[src/rtl/hardisc_ahb_arbiter_pkg.sv]
// Shared AHB-Lite types for the hardisc master arbiter: transfer encodings and address-phase record.
// Pure declarations; no timing or flow-control behaviour of its own.
package p_hardisc;
    localparam int HPARITY_MAX_W = 6;

    localparam logic [1:0] HTRANS_IDLE   = 2'b00;
    localparam logic [1:0] HTRANS_NONSEQ = 2'b10;
    localparam logic [1:0] HTRANS_SEQ    = 2'b11;

    typedef struct packed {
        logic [31:0]              addr;
        logic                     write;
        logic [2:0]               size;
        logic [HPARITY_MAX_W-1:0] parity;
    } ahb_addr_ph_t;

    typedef enum logic [1:0] {
        PB_IDLE = 2'b00,
        PB_PEND = 2'b01,
        PB_DATA = 2'b10
    } pb_state_t;
endpackage

[src/rtl/hardisc_ahb_arbiter_pend_buf.sv]
// One master's capture register and IDLE/PEND/DATA FSM; request is seen combinationally, capture on the edge.
// Backpressure: hready low while a request is parked, follows slave hready while in the data phase.
module hardisc_ahb_pend_buf
    import p_hardisc::*;
(
    input  logic         s_clk_i,
    input  logic         s_reset_i,
    input  logic [1:0]   s_htrans_i,
    input  ahb_addr_ph_t s_addr_ph_i,
    input  logic         s_hready_i,
    input  logic         s_hresp_i,
    input  logic         s_gnt_i,
    output logic         s_req_o,
    output logic         s_pend_o,
    output ahb_addr_ph_t s_buf_o,
    output logic         s_hready_o,
    output logic         s_hresp_o
);
    pb_state_t    state_q, state_d;
    ahb_addr_ph_t buf_q, buf_d;
    logic         owner;

    always_comb begin
        owner      = (state_q == PB_DATA);
        s_pend_o   = (state_q == PB_PEND);
        s_hready_o = owner ? s_hready_i : !s_pend_o;
        s_hresp_o  = owner && s_hresp_i;
        // A transfer offered on the error-completing edge is dropped, not parked.
        s_req_o    = s_hready_o && (s_htrans_i inside {HTRANS_NONSEQ, HTRANS_SEQ})
                     && !(owner && s_hresp_i);
        s_buf_o    = buf_q;
        state_d    = state_q;
        buf_d      = buf_q;
        if (s_gnt_i) begin
            state_d = PB_DATA;
        end else if (s_req_o) begin
            state_d = PB_PEND;
            buf_d   = s_addr_ph_i;
        end else if (owner && s_hready_i) begin
            state_d = PB_IDLE;
        end
    end

    always_ff @(posedge s_clk_i or posedge s_reset_i) begin
        if (s_reset_i) begin
            state_q <= PB_IDLE;
            buf_q   <= '0;
        end else begin
            state_q <= state_d;
            buf_q   <= buf_d;
        end
    end
endmodule

[src/rtl/hardisc_ahb_arbiter.sv]
// AHB-Lite N:1 arbiter, zero-latency bypass when no request is parked; HARDISC_ARB_RR_EN selects round-robin.
// Parked requests always win over fresh ones; losers stall via their own hready until issued.
module hardisc_ahb_arbiter
    import p_hardisc::*;
#(
    parameter int MASTERS  = 2,
    parameter int PARITY_W = 6
) (
    input  logic                s_clk_i,
    input  logic                s_reset_i,
    input  logic [31:0]         s_m_haddr_i      [MASTERS],
    input  logic [1:0]          s_m_htrans_i     [MASTERS],
    input  logic                s_m_hwrite_i     [MASTERS],
    input  logic [2:0]          s_m_hsize_i      [MASTERS],
    input  logic [PARITY_W-1:0] s_m_hparity_i    [MASTERS],
    input  logic [31:0]         s_m_hwdata_i     [MASTERS],
    input  logic [6:0]          s_m_hwchecksum_i [MASTERS],
    output logic [31:0]         s_m_hrdata_o     [MASTERS],
    output logic [6:0]          s_m_hrchecksum_o [MASTERS],
    output logic                s_m_hready_o     [MASTERS],
    output logic                s_m_hresp_o      [MASTERS],
    output logic [31:0]         s_haddr_o,
    output logic [1:0]          s_htrans_o,
    output logic                s_hwrite_o,
    output logic [2:0]          s_hsize_o,
    output logic [PARITY_W-1:0] s_hparity_o,
    output logic [31:0]         s_hwdata_o,
    output logic [6:0]          s_hwchecksum_o,
    input  logic [31:0]         s_hrdata_i,
    input  logic [6:0]          s_hrchecksum_i,
    input  logic                s_hready_i,
    input  logic                s_hresp_i,
    output logic [MASTERS-1:0]  s_grant_o
);
    localparam int IDX_W = $clog2(MASTERS);

    logic [MASTERS-1:0] req, pend, cand, grant;
    ahb_addr_ph_t       in_ph [MASTERS];
    ahb_addr_ph_t       buf_ph[MASTERS];
    ahb_addr_ph_t       ph;
    logic [IDX_W-1:0]   gnt_idx, owner_idx_q, owner_idx_d;
    logic               gnt_vld, owner_vld_q, owner_vld_d;

    for (genvar m = 0; m < MASTERS; m++) begin : g_m
        assign in_ph[m] = '{addr:   s_m_haddr_i[m],
                            write:  s_m_hwrite_i[m],
                            size:   s_m_hsize_i[m],
                            parity: HPARITY_MAX_W'(s_m_hparity_i[m])};

        hardisc_ahb_pend_buf u_pend_buf (
            .s_clk_i     (s_clk_i),
            .s_reset_i   (s_reset_i),
            .s_htrans_i  (s_m_htrans_i[m]),
            .s_addr_ph_i (in_ph[m]),
            .s_hready_i  (s_hready_i),
            .s_hresp_i   (s_hresp_i),
            .s_gnt_i     (grant[m]),
            .s_req_o     (req[m]),
            .s_pend_o    (pend[m]),
            .s_buf_o     (buf_ph[m]),
            .s_hready_o  (s_m_hready_o[m]),
            .s_hresp_o   (s_m_hresp_o[m])
        );

        assign s_m_hrdata_o[m]     = (owner_vld_q && owner_idx_q == IDX_W'(m)) ? s_hrdata_i : '0;
        assign s_m_hrchecksum_o[m] = (owner_vld_q && owner_idx_q == IDX_W'(m)) ? s_hrchecksum_i : '0;
    end

`ifdef HARDISC_ARB_RR_EN
    logic [IDX_W-1:0] rr_ptr_q, rr_ptr_d;
    int               j;
`endif

    always_comb begin
        cand = (|pend) ? pend : req;
        if (!s_hready_i || s_reset_i) begin
            cand = '0;
        end
        gnt_vld = 1'b0;
        gnt_idx = '0;
        grant   = '0;
`ifdef HARDISC_ARB_RR_EN
        j = 0;
        for (int k = 0; k < MASTERS; k++) begin
            j = (int'(rr_ptr_q) + k) % MASTERS;
            if (!gnt_vld && cand[j]) begin
                gnt_vld = 1'b1;
                gnt_idx = IDX_W'(j);
            end
        end
`else
        // Scan downward so the lowest requesting index is the last writer.
        for (int k = MASTERS - 1; k >= 0; k--) begin
            if (cand[k]) begin
                gnt_vld = 1'b1;
                gnt_idx = IDX_W'(k);
            end
        end
`endif
        if (gnt_vld) begin
            grant[gnt_idx] = 1'b1;
        end
        ph = pend[gnt_idx] ? buf_ph[gnt_idx] : in_ph[gnt_idx];
        if (!gnt_vld) begin
            ph = '0;
        end
        owner_vld_d = owner_vld_q;
        owner_idx_d = owner_idx_q;
        if (s_hready_i) begin
            owner_vld_d = gnt_vld;
            owner_idx_d = gnt_idx;
        end
    end

    assign s_grant_o      = grant;
    assign s_htrans_o     = gnt_vld ? HTRANS_NONSEQ : HTRANS_IDLE;
    assign s_haddr_o      = ph.addr;
    assign s_hwrite_o     = ph.write;
    assign s_hsize_o      = ph.size;
    assign s_hparity_o    = ph.parity[PARITY_W-1:0];
    assign s_hwdata_o     = owner_vld_q ? s_m_hwdata_i[owner_idx_q] : '0;
    assign s_hwchecksum_o = owner_vld_q ? s_m_hwchecksum_i[owner_idx_q] : '0;

    always_ff @(posedge s_clk_i or posedge s_reset_i) begin
        if (s_reset_i) begin
            owner_vld_q <= 1'b0;
            owner_idx_q <= '0;
        end else begin
            owner_vld_q <= owner_vld_d;
            owner_idx_q <= owner_idx_d;
        end
    end

`ifdef HARDISC_ARB_RR_EN
    always_comb begin
        rr_ptr_d = rr_ptr_q;
        if (gnt_vld) begin
            rr_ptr_d = (gnt_idx == IDX_W'(MASTERS - 1)) ? '0 : gnt_idx + 1'b1;
        end
    end

    always_ff @(posedge s_clk_i or posedge s_reset_i) begin
        if (s_reset_i) begin
            rr_ptr_q <= '0;
        end else begin
            rr_ptr_q <= rr_ptr_d;
        end
    end
`endif
endmodule

[config.mk]
export PLATFORM = sky130hd
export DESIGN_NAME = hardisc_ahb_arbiter
export DESIGN_NICKNAME = d
export VERILOG_FILES = /design/src/rtl/hardisc_ahb_arbiter_pkg.sv /design/src/rtl/hardisc_ahb_arbiter_pend_buf.sv /design/src/rtl/hardisc_ahb_arbiter.sv
export SDC_FILE = /design/constraint.sdc
export NUM_CORES = 1
export LEC_CHECK = 0
export ABC_AREA = 1
export CAP_MARGIN = 20
export CORE_AREA = 2 2 147 149
export CTS_BUF_LIST = sky130_fd_sc_hd__clkbuf_4 sky130_fd_sc_hd__clkbuf_8
export DETAILED_ROUTE_END_ITERATION = 8
export DIE_AREA = 0 0 149 151
export PLACE_DENSITY = 0.72
export SETUP_SLACK_MARGIN = 0.4
export SKIP_LAST_GASP = 1
export SYNTH_ARGS = -nofsm -noshare
export SYNTH_HDL_FRONTEND = slang
export SYNTH_SLANG_ARGS = --single-unit
[constraint.sdc]
create_clock -name s_clk_i -period 2.7 [get_ports s_clk_i]
set_input_delay 0.405 -clock s_clk_i [delete_from_list [all_inputs] [get_ports s_clk_i]]
set_output_delay 0.405 -clock s_clk_i [all_outputs]
set_load 0.02 [all_outputs]
==> flow_summary.ini <==
[outcome]
status = finished with violations
violations = negative setup slack

[power]
power_density_mw_per_mm2 = 1120
ir_worst_vdd_v = 0.000677
power_mw = 14.2
p_leak_nw = 6.80

[floorplan]
num_io_pins = 376
start_util_pct = 32.7
dieArea_mm2 = 0.0225
fp.dieH_um = 151
rows = 53
die_width_um = 149
core_mm2 = 0.0208

[clock_network]
cts_tree = done
hold_buffers = 0
clkSlewWorstSetupHoldPaths_ns = 0.10
clock_latency_ns = 0.38
cts_buffer_depth = 2
clock_sinks = 90
htreeDepth = 3
cts-root-buf = clkbuf_8
cts_made_buffers = 9

[route]
ant_nets = 0
firstDrtPassIters = 6
drtIter0Drc = 874
viasPerCell = 5.32
drc = 0
wl_um = 35900
vias = 9630
wl_per_cell_um = 19.9

[cells_and_area]
post-route-util_pct = 60.9
layout-drive-gt1-share_pct = 20.7
fin_nets = 1737
final_common_cell = nand2_1
seqCellArea_mm2 = 0.00225
layout_common_cells = nand2_1, clkdlybuf4s50_1, nand3_1
multiInputGateArea_mm2 = 0.00422
instances_no_fill = 1810
fin_area_mm2 = 0.0127
fillers = 1787
syn2layout_area_growth_pct = 86.4

[critical_path]
cp_cell_sequence = inv_2 > nand3_2 > nand2_2 > nand2_4 > nand2_4 > buf_4 > buf_6 > nand3_4 > nand2_4 > buf_6 > buf_12 > nand2_1 > nor2_2 > buf_6
r2r_slack_ns = 0.47
crit_required_ns = 2.30
crit_type = flop to output pin
worstSetupStartpoint = g_m[0].u_pend_buf.state_q[0]$_DFFE_PP0P_
worstReg2RegStart = g_m[0].u_pend_buf.state_q[0]$_DFFE_PP0P_
worstSetupEndpointType = output pin
worst-path-buf-inv = 6
critical-path-top-delay-family = buffers and inverters
worst_setup_path_start_kind = flop
cp-endpoint = s_haddr_o[28]
worst-endpoint-arrival_ns = 2.36
worst_path_max_delay_cell = dfrtp_1
rr_endpoint = g_m[1].u_pend_buf.s_buf_o[33]$_DFFE_PP0P_
path_depth = 14
ff2ff_path_depth = 15
crit_path_max_fanout = 12
cpPeakStageDelay_ns = 0.43

[sta]
fin_ws_ns = -0.0642
layout_min_cycle_time_ns = 2.76
hold_viol_final = 0
min_period_over_period_pct = 102
fin_skew_ns = 0.0106
max_slew.worst_pin.slew_ns = 0.617
grt_setup_unrepaired = true
clock.fmax_mhz = 362
whs_ns = 0.477
setup_tns_ns = -0.726
relSlewSlack_pct = 58.8
drv_slew = 0
final-setup-viol-count = 27

[synth]
avgSynthCellArea_um2 = 6.07
synth_cells = 1121
ys_seq_area_share_pct = 33.1
ys_ff_latch = 90
synth_edf_count = 0
synth_area_mm2 = 0.00680
syn_nets = 1330
synthArstFlopShare_pct = 100
synth_cell_types = 21
synth_flop_cell = dfrtp_1
ys_warn_count = 0

[worst_hold_path]
holdPathStages = 2
hold_class = primary input to flop

[global_routing]
grt_overflow_total = 0
antenna_found_initial = 2
grt_start_max_net_pins = 55
grt_pass1_wl_um = 50700
grt_usage_pct = 29.5
grt_pass1_vias = 8921

[placement]
hpwl_um = 23700
place_congestion = 0.923
dp_cells = 1725
port_buffers = 372
preCtsSetupSlack_ns = -0.484
place_area_mm2 = 0.0111

[job]
drv_cap = 0
==> cells by family (layout without fill, tap and decap cells) <==
| kind of cell | count (synthesis) | after routing | share of synthesized area (%) |
|---|---|---|---|
| AOI/OAI and AO/OA | 5 | 5 | 0.423 |
| DFF | 90 | 90 | 33.1 |
| buffers and inverters | 163 | 574 | 11.3 |
| and+or+nand+nor | 862 | 863 | 55.1 |
| other | 1 | 3 | 0.0551 |
==> final cells by class <==
cell class,count,share of cell area (%)
diodes,2,0.0395
clock buffers,10,1.09
clock inverters,6,0.711
inverters,55,1.70
multi-input cells,869,33.3
flip-flops and latches,90,17.8
well taps,275,2.71
repair buffers,503,42.7
==> per-layer routing <==
layer | vias to the layer above | GRT usage (%) | part of all wire (%)
met1 | 4492 | 36.7 | 38
li1 | 4436 | - | -
met3 | 85 | 10.8 | 13
met2 | 615 | 48.2 | 47
met5 | - | 0 | 0.036
met4 | 2 | 8.67 | 2.7
==> how the worst min path moves through the flow <==
stage,start,endpoint
CTS,s_hready_i,owner_idx_q$_DFFE_PP0P_
floorplan,g_m[0].u_pend_buf.s_buf_o[0]$_DFFE_PP0P_,g_m[0].u_pend_buf.s_buf_o[0]$_DFFE_PP0P_
finish,s_hready_i,owner_idx_q$_DFFE_PP0P_
detailed placement,g_m[1].u_pend_buf.s_buf_o[30]$_DFFE_PP0P_,g_m[1].u_pend_buf.s_buf_o[30]$_DFFE_PP0P_
global placement,g_m[0].u_pend_buf.s_buf_o[0]$_DFFE_PP0P_,g_m[0].u_pend_buf.s_buf_o[0]$_DFFE_PP0P_
global route,g_m[0].u_pend_buf.s_buf_o[31]$_DFFE_PP0P_,g_m[0].u_pend_buf.s_buf_o[31]$_DFFE_PP0P_
==> power by group <==
group	switching [mW]	internal, mW	leakage [nW]
Clock	0.551	0.549	0.112
Combinational	6.06	4.62	5.57
Sequential	0.414	1.99	1.11
Total	7.03	7.16	6.80
==> cells in the mapped netlist (6+ instances only) <==
library cell | instances | area share [%]
clkbuf_1 | 48 | 2.6
buf_1 | 6 | 0.33
buf_6 | 8 | 1.3
nand2_2 | 9 | 0.83
nand3_1 | 212 | 16
nor2_1 | 162 | 8.9
buf_4 | 15 | 1.7
nand4_1 | 84 | 7.7
nand2_1 | 392 | 22
inv_1 | 51 | 2.8
buf_2 | 31 | 2.3
dfrtp_1 | 90 | 33
==> timing repair <==
action	CTS	global route
gates resized for setup	406	137
gates cloned	11	11
hold endpoints to repair	0	0
pin swaps	23	48
setup endpoints to repair	198	174
setup buffers	35	10
==> flip-flops by register name, indices dropped and copies added, names as in the netlist <==
register,cells
g_m.u_pend_buf.s_buf_o,84
owner_vld_q,1
g_m.u_pend_buf.state_q,4
owner_idx_q,1
==> worst register-to-register path, cell delays in order, from the launching register on <==
cell	delay (ns)
dfrtp_1	0.43
inv_2	0.12
nand3_2	0.11
nand2_2	0.09
inv_2	0.05
nand2_4	0.07
nand2_4	0.06
nand2_4	0.09
nand3_4	0.14
buf_6	0.19
buf_16	0.14
buf_4	0.13
clkdlybuf4s18_2	0.25
buf_4	0.16
nand3_1	0.05
nand2_1	0.05
(Power assumes the default switching activity.)
